**src/rtl/load_size_unit.sv**
```systemverilog
// load_size_unit: multicycle word/half/byte load with a fixed memory latency.
// Define LOAD_SIGN_EXTEND_EN to add ls_signed, which sign-extends sub-word loads.
module load_size_unit #(
  parameter int MEM_LATENCY = 2
) (
  input  logic        clk,
  input  logic        reset,
  input  logic        start,
  input  logic [31:0] addr,
  input  logic [1:0]  ls_control,
`ifdef LOAD_SIGN_EXTEND_EN
  input  logic        ls_signed,
`endif
  output logic [31:0] mem_addr,
  output logic        mem_rd,
  input  logic [31:0] mem_rdata,
  output logic [31:0] mem_word,
  output logic [31:0] load_data,
  output logic        done,
  output logic        busy
);
  typedef enum logic [1:0] {IDLE, READ, DONE} state_t;
  state_t      state, state_n;
  logic [3:0]  cnt;
  logic [1:0]  size;
  logic        sgn;
  logic        last;
  logic [31:0] ext;
`ifdef LOAD_SIGN_EXTEND_EN
  logic size_signed;
  always_ff @(posedge clk)
    if (reset) size_signed <= 1'b0;
    else if (state == IDLE && start) size_signed <= ls_signed;
  assign sgn = size_signed;
`else
  assign sgn = 1'b0;
`endif
  always_ff @(posedge clk)
    if (reset) state <= IDLE;
    else state <= state_n;
  // Lanes are always the low bits so loads line up with the store-size merge.
  always_comb begin
    last    = state == READ && cnt == 4'(MEM_LATENCY - 1);
    state_n = state == IDLE ? (start ? READ : IDLE) : state == READ ? (last ? DONE : READ) : IDLE;
    mem_rd  = state == READ;
    busy    = state != IDLE;
    done    = state == DONE;
    ext     = size == 2'd1 ? {{16{sgn & mem_rdata[15]}}, mem_rdata[15:0]} :
              size == 2'd2 ? {{24{sgn & mem_rdata[7]}}, mem_rdata[7:0]} : mem_rdata;
  end
  always_ff @(posedge clk)
    if (reset) begin
      mem_addr  <= '0;
      size      <= '0;
      cnt       <= '0;
      mem_word  <= '0;
      load_data <= '0;
    end else begin
      if (state == IDLE && start) begin
        mem_addr <= addr;
        size     <= ls_control;
        cnt      <= '0;
      end else if (state == READ) cnt <= cnt + 4'd1;
      if (last) begin
        mem_word  <= mem_rdata;
        load_data <= ext;
      end
    end
endmodule

```
**config.mk**
```make
export PLATFORM = sky130hd
export DESIGN_NAME = load_size_unit
export DESIGN_NICKNAME = d
export VERILOG_FILES = /design/src/rtl/load_size_unit.sv
export SDC_FILE = /design/constraint.sdc
export NUM_CORES = 1
export LEC_CHECK = 0
export CAP_MARGIN = 20
export CORE_MARGIN = 1.5
export CORE_UTILIZATION = 37
export DETAILED_ROUTE_END_ITERATION = 7
export GPL_TIMING_DRIVEN = 1
export PLACE_DENSITY = 0.8
export SLEW_MARGIN = 20
export SYNTH_ARGS = -nofsm -noshare
export SYNTH_HDL_FRONTEND = slang
export SYNTH_SLANG_ARGS = --single-unit
```
**constraint.sdc**
```tcl
create_clock -name clk -period 1.5 [get_ports clk]
set_input_delay 0.3 -clock clk [delete_from_list [all_inputs] [get_ports clk]]
set_output_delay 0.3 -clock clk [all_outputs]
set_load 0.01 [all_outputs]
```
==> results.md, run 1 <==
- Status: finished clean
- Synth Area in Compound Gates: 20.68%
- I/O Pins: 168
- Worst slack at placement: -152.1 ps
- Root buffer cell: clkbuf_8
- First-pass GRT wire length: 16500 um
- Initial core utilization: approximately 38%
- Die Ht: about 100 um
- Fin crit period: 1470 ps
- Design area: 0.005617 mm^2
- Site row count: 36
- Grt total ovfl: 0
- Max incr delay on CP: just under 400 ps
- Logic pwr share: 17.1%
- Clock-pin slew on the worst setup and hold paths: 90 ps
- Dpl cell area: 0.005474 mm^2
- Worst-path maximum fanout: just under 60
- CP cell instances: inv_1 -> ha_1 -> or3b_4 -> buf_12 -> o21ai_1 -> a21oi_1
- CP arrival: 1720 ps
- Seq pwr share: 49.8%
- RSZ-0062 raised after global routing: yes
- Worst R2R Path Depth: 6
- Post-synthesis sequential area ratio: between 50 and 60%
- Peak VDD IR: 0.5784 mV
- Power Density: 962.0 mW/mm^2
- Antenna Diode Count: 0
- Final core utilization: 58.00%
- Final WS setup: 30.08 ps
- Leak: 2.392 nW
- DRC Markers: 0
- H-tree depth: 3
- Max-Cap Viols: 0
- Synth Area in Adders: 0.6838%
- Net Sw Frac: a little over a quarter
- Final nets: 660
- Combinational family with the most area after synthesis: compound AO/OA/AOI/OAI gates
- GP Congestion: 0.6858
- Yosys warnings: 0
- Final Max Tran Viols: 0
- DR vias: around 3700
- Worst Clk Skew: 8.509 ps
- Hpwl dp: 7035 um
- Core box area: 0.009684 mm^2
- CP Capture Type: register
- Initial antenna violation count: 0
- Crit path depth: 6
- Setup Viol. Count Final: 0
- Avg WL per Cell: 14.83 um
- Mux cell area share after synthesis: 0%
- DR pass1 iterations: 4
- GRT Resource Usage Total: 19.96%
- P&R area growth vs syn: 53.47%
- Die area: between 0.01 and 0.015 mm^2
- Post-synth ARST share: 0%
- Synth Flop Type: dfxtp_1
- Number of vias per cell: 5.144
- CTS tree: yes
- Net switching power: 1.428 mW
- Post-Place Cells: between 700 and 800
- Initial DRC Count: 148
- Post-Layout Cell Count: 727
- Max-Slew Margin vs Limit: 78.02%
- Hold Vio Cnt, Final: 0
- Seq cells post-synth: 96
- Largest net degree at the start of global routing: 61
- Hold Path Cell Cnt: 2
- Hold Crit Start: reset
- Vias in the first global route: 3437
- CP Class: reg2reg
- Req. time, crit path: 1750 ps
- Hold endpoint: mem_addr[17]
- Clock Sink Count: 96
- Wirelength, routed: 10780 um
- Mapped Nets: 517
- Xor/xnor share of the synthesized area: 0.7179%
- Post-Synthesis Cell Area: 0.003660 mm^2
- Post-synth EDFFs: 0
- Class of the worst hold path: in2reg
- Ratio of cells with drive above 1 in the final layout: 8.754%
- Cts hold-fix bufs: 0
- Fill count: 916
- Post-route ant nets: 0
- CTS buffer count: 9
- FF-to-FF setup slack: approximately 30 ps
- Mapped Cells: ~450
- Slew @ Worst Pin: 329.7 ps
- IO Port Bufs: ~170
- Die W: 102.5 um
- Fmax: 680.3 MHz
- CP max stage cell: or3b_4
- Maximum root-to-sink buffer count: 2
- Buf/Inv on CP: 2
- Startpoint types: register
- Beginning of the critical path: cnt[1]
- Crit Reg-Reg Startpoint: cnt[1]
- Power Total: 5.403 mW
- Final cycle utilization of the critical path: 97.99%
- FF-to-FF End: mem_word[5]
- Clock power share: 33.1%
- Synth unique cells: 28
- Mean Syn Cell Area: ~8 um^2
- Crit-path leading delay family: simple AND/OR/NAND/NOR gates
- Worst skew pair latency: between 300 and 400 ps
- Pint: 3.975 mW
- Simple-gate portion of the synthesized area: 18.22%
state kept, by name, indices dropped and copies added (netlist names):
register   cells
state          2
mem_addr      32
load_data     24
cnt            4
size           2
mem_word      32
what timing repair did:
action,4_1_cts,5_1_grt
buffers inserted,2,0
cloned,0,1
pin swaps,0,0
gates resized for setup,108,7
endpoints found under the setup margin,99,58
per-stage QoR:
stage	setup TNS (ps)	hold slack, ps
floorplan	0	436.0
global placement	-3479	440.3
detailed placement	-4799	448.8
CTS	0	250.9
global route	-818.2	265.1
finish	0	266.5
cell type report:
class / count / area, um^2 / share of cell area (%)
clock buffers: 12 / 165.2 / 2.941
clock inverters: 4 / 51.30 / 0.9133
inverters: 2 / 7.507 / 0.1337
multi-input cells: 295 / 1514 / 26.95
flip-flops and latches: 96 / 1926 / 34.28
well taps: 133 / 166.4 / 2.963
repair buffers: 185 / 1787 / 31.81
cell families (layout without fill, tap and decap cells):
group / Yosys count / count (layout)
AO/OA/AOI/OAI: 150 / 150
AND/OR/NAND/NOR: 140 / 140
flip-flops: 96 / 96
buffers and inverters: 55 / 203
XOR/XNOR: 3 / 3
adder cells (fa/ha/maj): 2 / 2
cell usage in the layout, fill, tap and decap left out, drive strengths merged, types with 2 or more instances in the layout:
| master | count |
|---|---|
| dlygate4sd2 | 96 |
| dfxtp | 96 |
| a21oi | 91 |
| nand2 | 68 |
| clkdlybuf4s50 | 67 |
| o21ai | 57 |
| nand3 | 33 |
| nand4 | 24 |
| buf | 20 |
| clkbuf | 14 |
| nor3 | 3 |
| nor3b | 2 |
| or3b | 2 |
| nor2 | 2 |
| ha | 2 |
| nand2b | 2 |
| inv | 2 |
| xnor2 | 2 |
| clkinv | 2 |
power groups by stage:
stage               logic, mW  registers (mW)  clock network [mW]
finish                  0.925            2.69                1.79
global route             1.01            2.70                1.93
CTS                     0.903            2.69                1.84
detailed placement      0.957            2.75                   0
global placement        0.939            2.75                   0
floorplan               0.392            2.79                   0
routing by layer:
metal	track usage, %	vias to the layer above	part of all wire (%)
met5	0	-	0
met4	8.008	0	1.6
met3	7.798	15	10
met2	31.79	157	47
met1	24.23	1739	41
li1	-	1829	-
Yosys cell counts (all sizes together) (2+ instances only):
library cell	instances	area share, %
nor3b	2	0.41
nand4	24	4.1
nand2	68	7.0
nor2	2	0.21
nor3	3	0.41
xnor2	2	0.48
inv	2	0.20
buf	26	4.2
nand2b	2	0.41
ha	2	0.68
or3b	2	0.48
clkbuf	27	2.8
dfxtp	96	53
o21ai	57	7.8
a21oi	91	12
nand3	33	4.5
worst max path at each step:
| stage | endpoint |
|---|---|
| 2_1_floorplan | mem_word[25] |
| 3_3_place_gp | mem_addr[30] |
| 3_5_place_dp | mem_addr[4] |
| 4_1_cts | mem_word[24] |
| 5_1_grt | load_data[13] |
| 6_report | mem_word[5] |
No activity file was read; power rests on OpenSTA's default activity.
==> run 2: changes to the inputs <==
--- a/config.mk
+++ b/config.mk
@@ -11,7 +11,6 @@
 export DETAILED_ROUTE_END_ITERATION = 7
 export GPL_TIMING_DRIVEN = 1
 export PLACE_DENSITY = 0.8
-export SLEW_MARGIN = 20
 export SYNTH_ARGS = -nofsm -noshare
 export SYNTH_HDL_FRONTEND = slang
 export SYNTH_SLANG_ARGS = --single-unit
==> results of run 2 <==
Same layout as run 1: the final DEF is identical, and so are final timing and power.
==> run 3: changes to the inputs <==
--- a/config.mk
+++ b/config.mk
@@ -9,7 +9,7 @@
 export CORE_MARGIN = 1.5
 export CORE_UTILIZATION = 37
 export DETAILED_ROUTE_END_ITERATION = 7
-export GPL_TIMING_DRIVEN = 1
+export GPL_TIMING_DRIVEN = 0
 export PLACE_DENSITY = 0.8
 export SYNTH_ARGS = -nofsm -noshare
 export SYNTH_HDL_FRONTEND = slang
==> results.md, run 3 (same netlist as run 1, synthesis figures left out) <==
- Die area: ~0.010 mm^2
- Violated checks: setup timing
- RSZ-0062 raised after global routing: yes
- Max incr delay on CP: 400 ps
- DR vias: 4087
- Leak: around 2.6 nW
- Peak VDD IR: 0.6355 mV
- Hpwl dp: between 8000 and 9000 um
- First-pass GRT wire length: ~19000 um
- Site row count: 36
- Root buffer cell: clkbuf_8
- Max-Cap Viols: 0
- Clock-pin slew on the worst setup and hold paths: 100 ps
- Hold Crit Start: mem_addr[29]
- Hold Vio Cnt, Final: 0
- Avg WL per Cell: about 16 um
- CP Class: reg2reg
- Largest net degree at the start of global routing: 18
- Status: complete, but fails checks
- Fmax: 634.4 MHz
- GP Congestion: 0.8356
- I/O Pins: 168
- Power Density: around 940 mW/mm^2
- Setup TNS: -1512 ps
- Hold Path Cell Cnt: 2
- P&R area growth vs syn: 65.09%
- Ratio of cells with drive above 1 in the final layout: 18.65%
- Maximum root-to-sink buffer count: 2
- CP Capture Type: register
- Clock Sink Count: 96
- CTS buffer count: 9
- Slew @ Worst Pin: 632.2 ps
- Wirelength, routed: 12580 um
- Initial core utilization: between 30% and 40%
- Worst skew pair latency: 370 ps
- Max-Slew Margin vs Limit: between 50% and 60%
- Initial DRC Count: 197
- CTS tree: yes
- H-tree depth: 3
- Final cycle utilization of the critical path: 105.1%
- Die Ht: 102.5 um
- FF-to-FF End: load_data[22]
- Design area: ~0.0060 mm^2
- Antenna Diode Count: 0
- CP cell instances: inv_2 -> ha_4 -> or3b_4 -> buf_8 -> buf_12 -> o21ai_4 -> a21oi_2
- Worst Clk Skew: 12.19 ps
- Class of the worst hold path: reg2reg
- Worst R2R Path Depth: 7
- FF-to-FF setup slack: -80 ps
- DR pass1 iterations: 5
- Core box area: around 0.0097 mm^2
- CP max stage cell: or3b_4
- Dpl cell area: roughly 0.0055 mm^2
- Biggest regs: mem_addr (32), mem_word (32), load_data (24)
- Fin crit period: between 1500 and 2000 ps
- Hold endpoint: mem_addr[29]
- Final WS setup: -76.26 ps
- Number of vias per cell: 5.301
- CP arrival: 1830 ps
- Final nets: 704
- GRT Resource Usage Total: 23.65%
- Post-route ant nets: 0
- Commonest non-fill, non-tap cells in the layout: dlygate4sd2_1 (96), dfxtp_1 (85), a21oi_1 (82)
- Grt total ovfl: 0
- Req. time, crit path: ~1800 ps
- IO Port Bufs: between 150 and 200
- Worst-path maximum fanout: 5
- DRC Markers: 0
- Startpoint types: register
- Commonest non-fill, non-tap cell in the layout: dlygate4sd2_1
- Crit Reg-Reg Startpoint: cnt[1]
- Final Max Tran Viols: 0
- Cts hold-fix bufs: 0
- Setup Viol. Count Final: 33
- Die W: around 100 um
- Vias in the first global route: 3972
- Initial antenna violation count: 0
-- run 3: repair_timing --
item,in CTS,in global routing
setup buffers,6,5
gates resized for setup,176,39
endpoints found under the setup margin,172,84
gates cloned,2,0
hold endpoints to repair,0,0
pin swaps,12,7
-- run 3: layout make-up --
cell class,count,area [um^2]
multi-input combinational,295,1698
clock buffer,9,123.9
fill,844,3642
sequential,96,1941
buffer,51,334.1
clock inverter,7,101.3
tap,133,166.4
timing repair buffer,178,1665
inverter,2,12.51
-- run 3: through the flow --
stage	worst slack, ps	util (%)	instances	hold WS, ps	total power, mW
after global routing	-103.8	62.39	771	468.5	5.917
after CTS	-115.9	61.09	769	456.4	5.656
after floorplan	3.588	-	446	436.0	3.179
after detailed placement	-534.0	56.78	745	445.3	3.693
after global placement	-512.0	56.78	745	441.1	3.667
final	-76.26	62.39	771	456.2	5.695
-- run 3: worst max-delay path, delay by kind of cell, from the launching register on --
kind / cells / cell delay (ps)
AO/OA/AOI/OAI: 2 / 220
AND/OR/NAND/NOR: 1 / 400
flip-flops: 1 / 340
adder cells (fa/ha/maj): 1 / 130
buffers and inverters: 3 / 360
-- run 3: per-layer routing --
metal	vias to the layer above	GRT usage [%]	wire length (um)	share of wire (%)
met2	228	43.15	6224	49
met4	0	7.060	231	1.8
met3	27	7.524	1197	9.5
li1	1930	-	-	-
met5	-	0	0	0
met1	1902	26.19	4929	39
-- run 3: power by group --
group / internal [mW] / total [mW] / switching, mW
clock: 0.960 / 1.94 / 0.976
combinational: 0.482 / 1.06 / 0.579
sequential: 2.64 / 2.70 / 0.0581
-- run 3: how the worst max path moves through the flow --
stage | from | cells past startpoint | to | slack [ps]
floorplan | cnt[1] | 7 | mem_word[25] | 4
global placement | state[1] | 4 | mem_rd | -510
detailed placement | state[1] | 4 | mem_rd | -530
CTS | cnt[1] | 8 | load_data[18] | -120
global route | state[1] | 5 | load_data[18] | -100
finish | cnt[1] | 7 | load_data[22] | -80
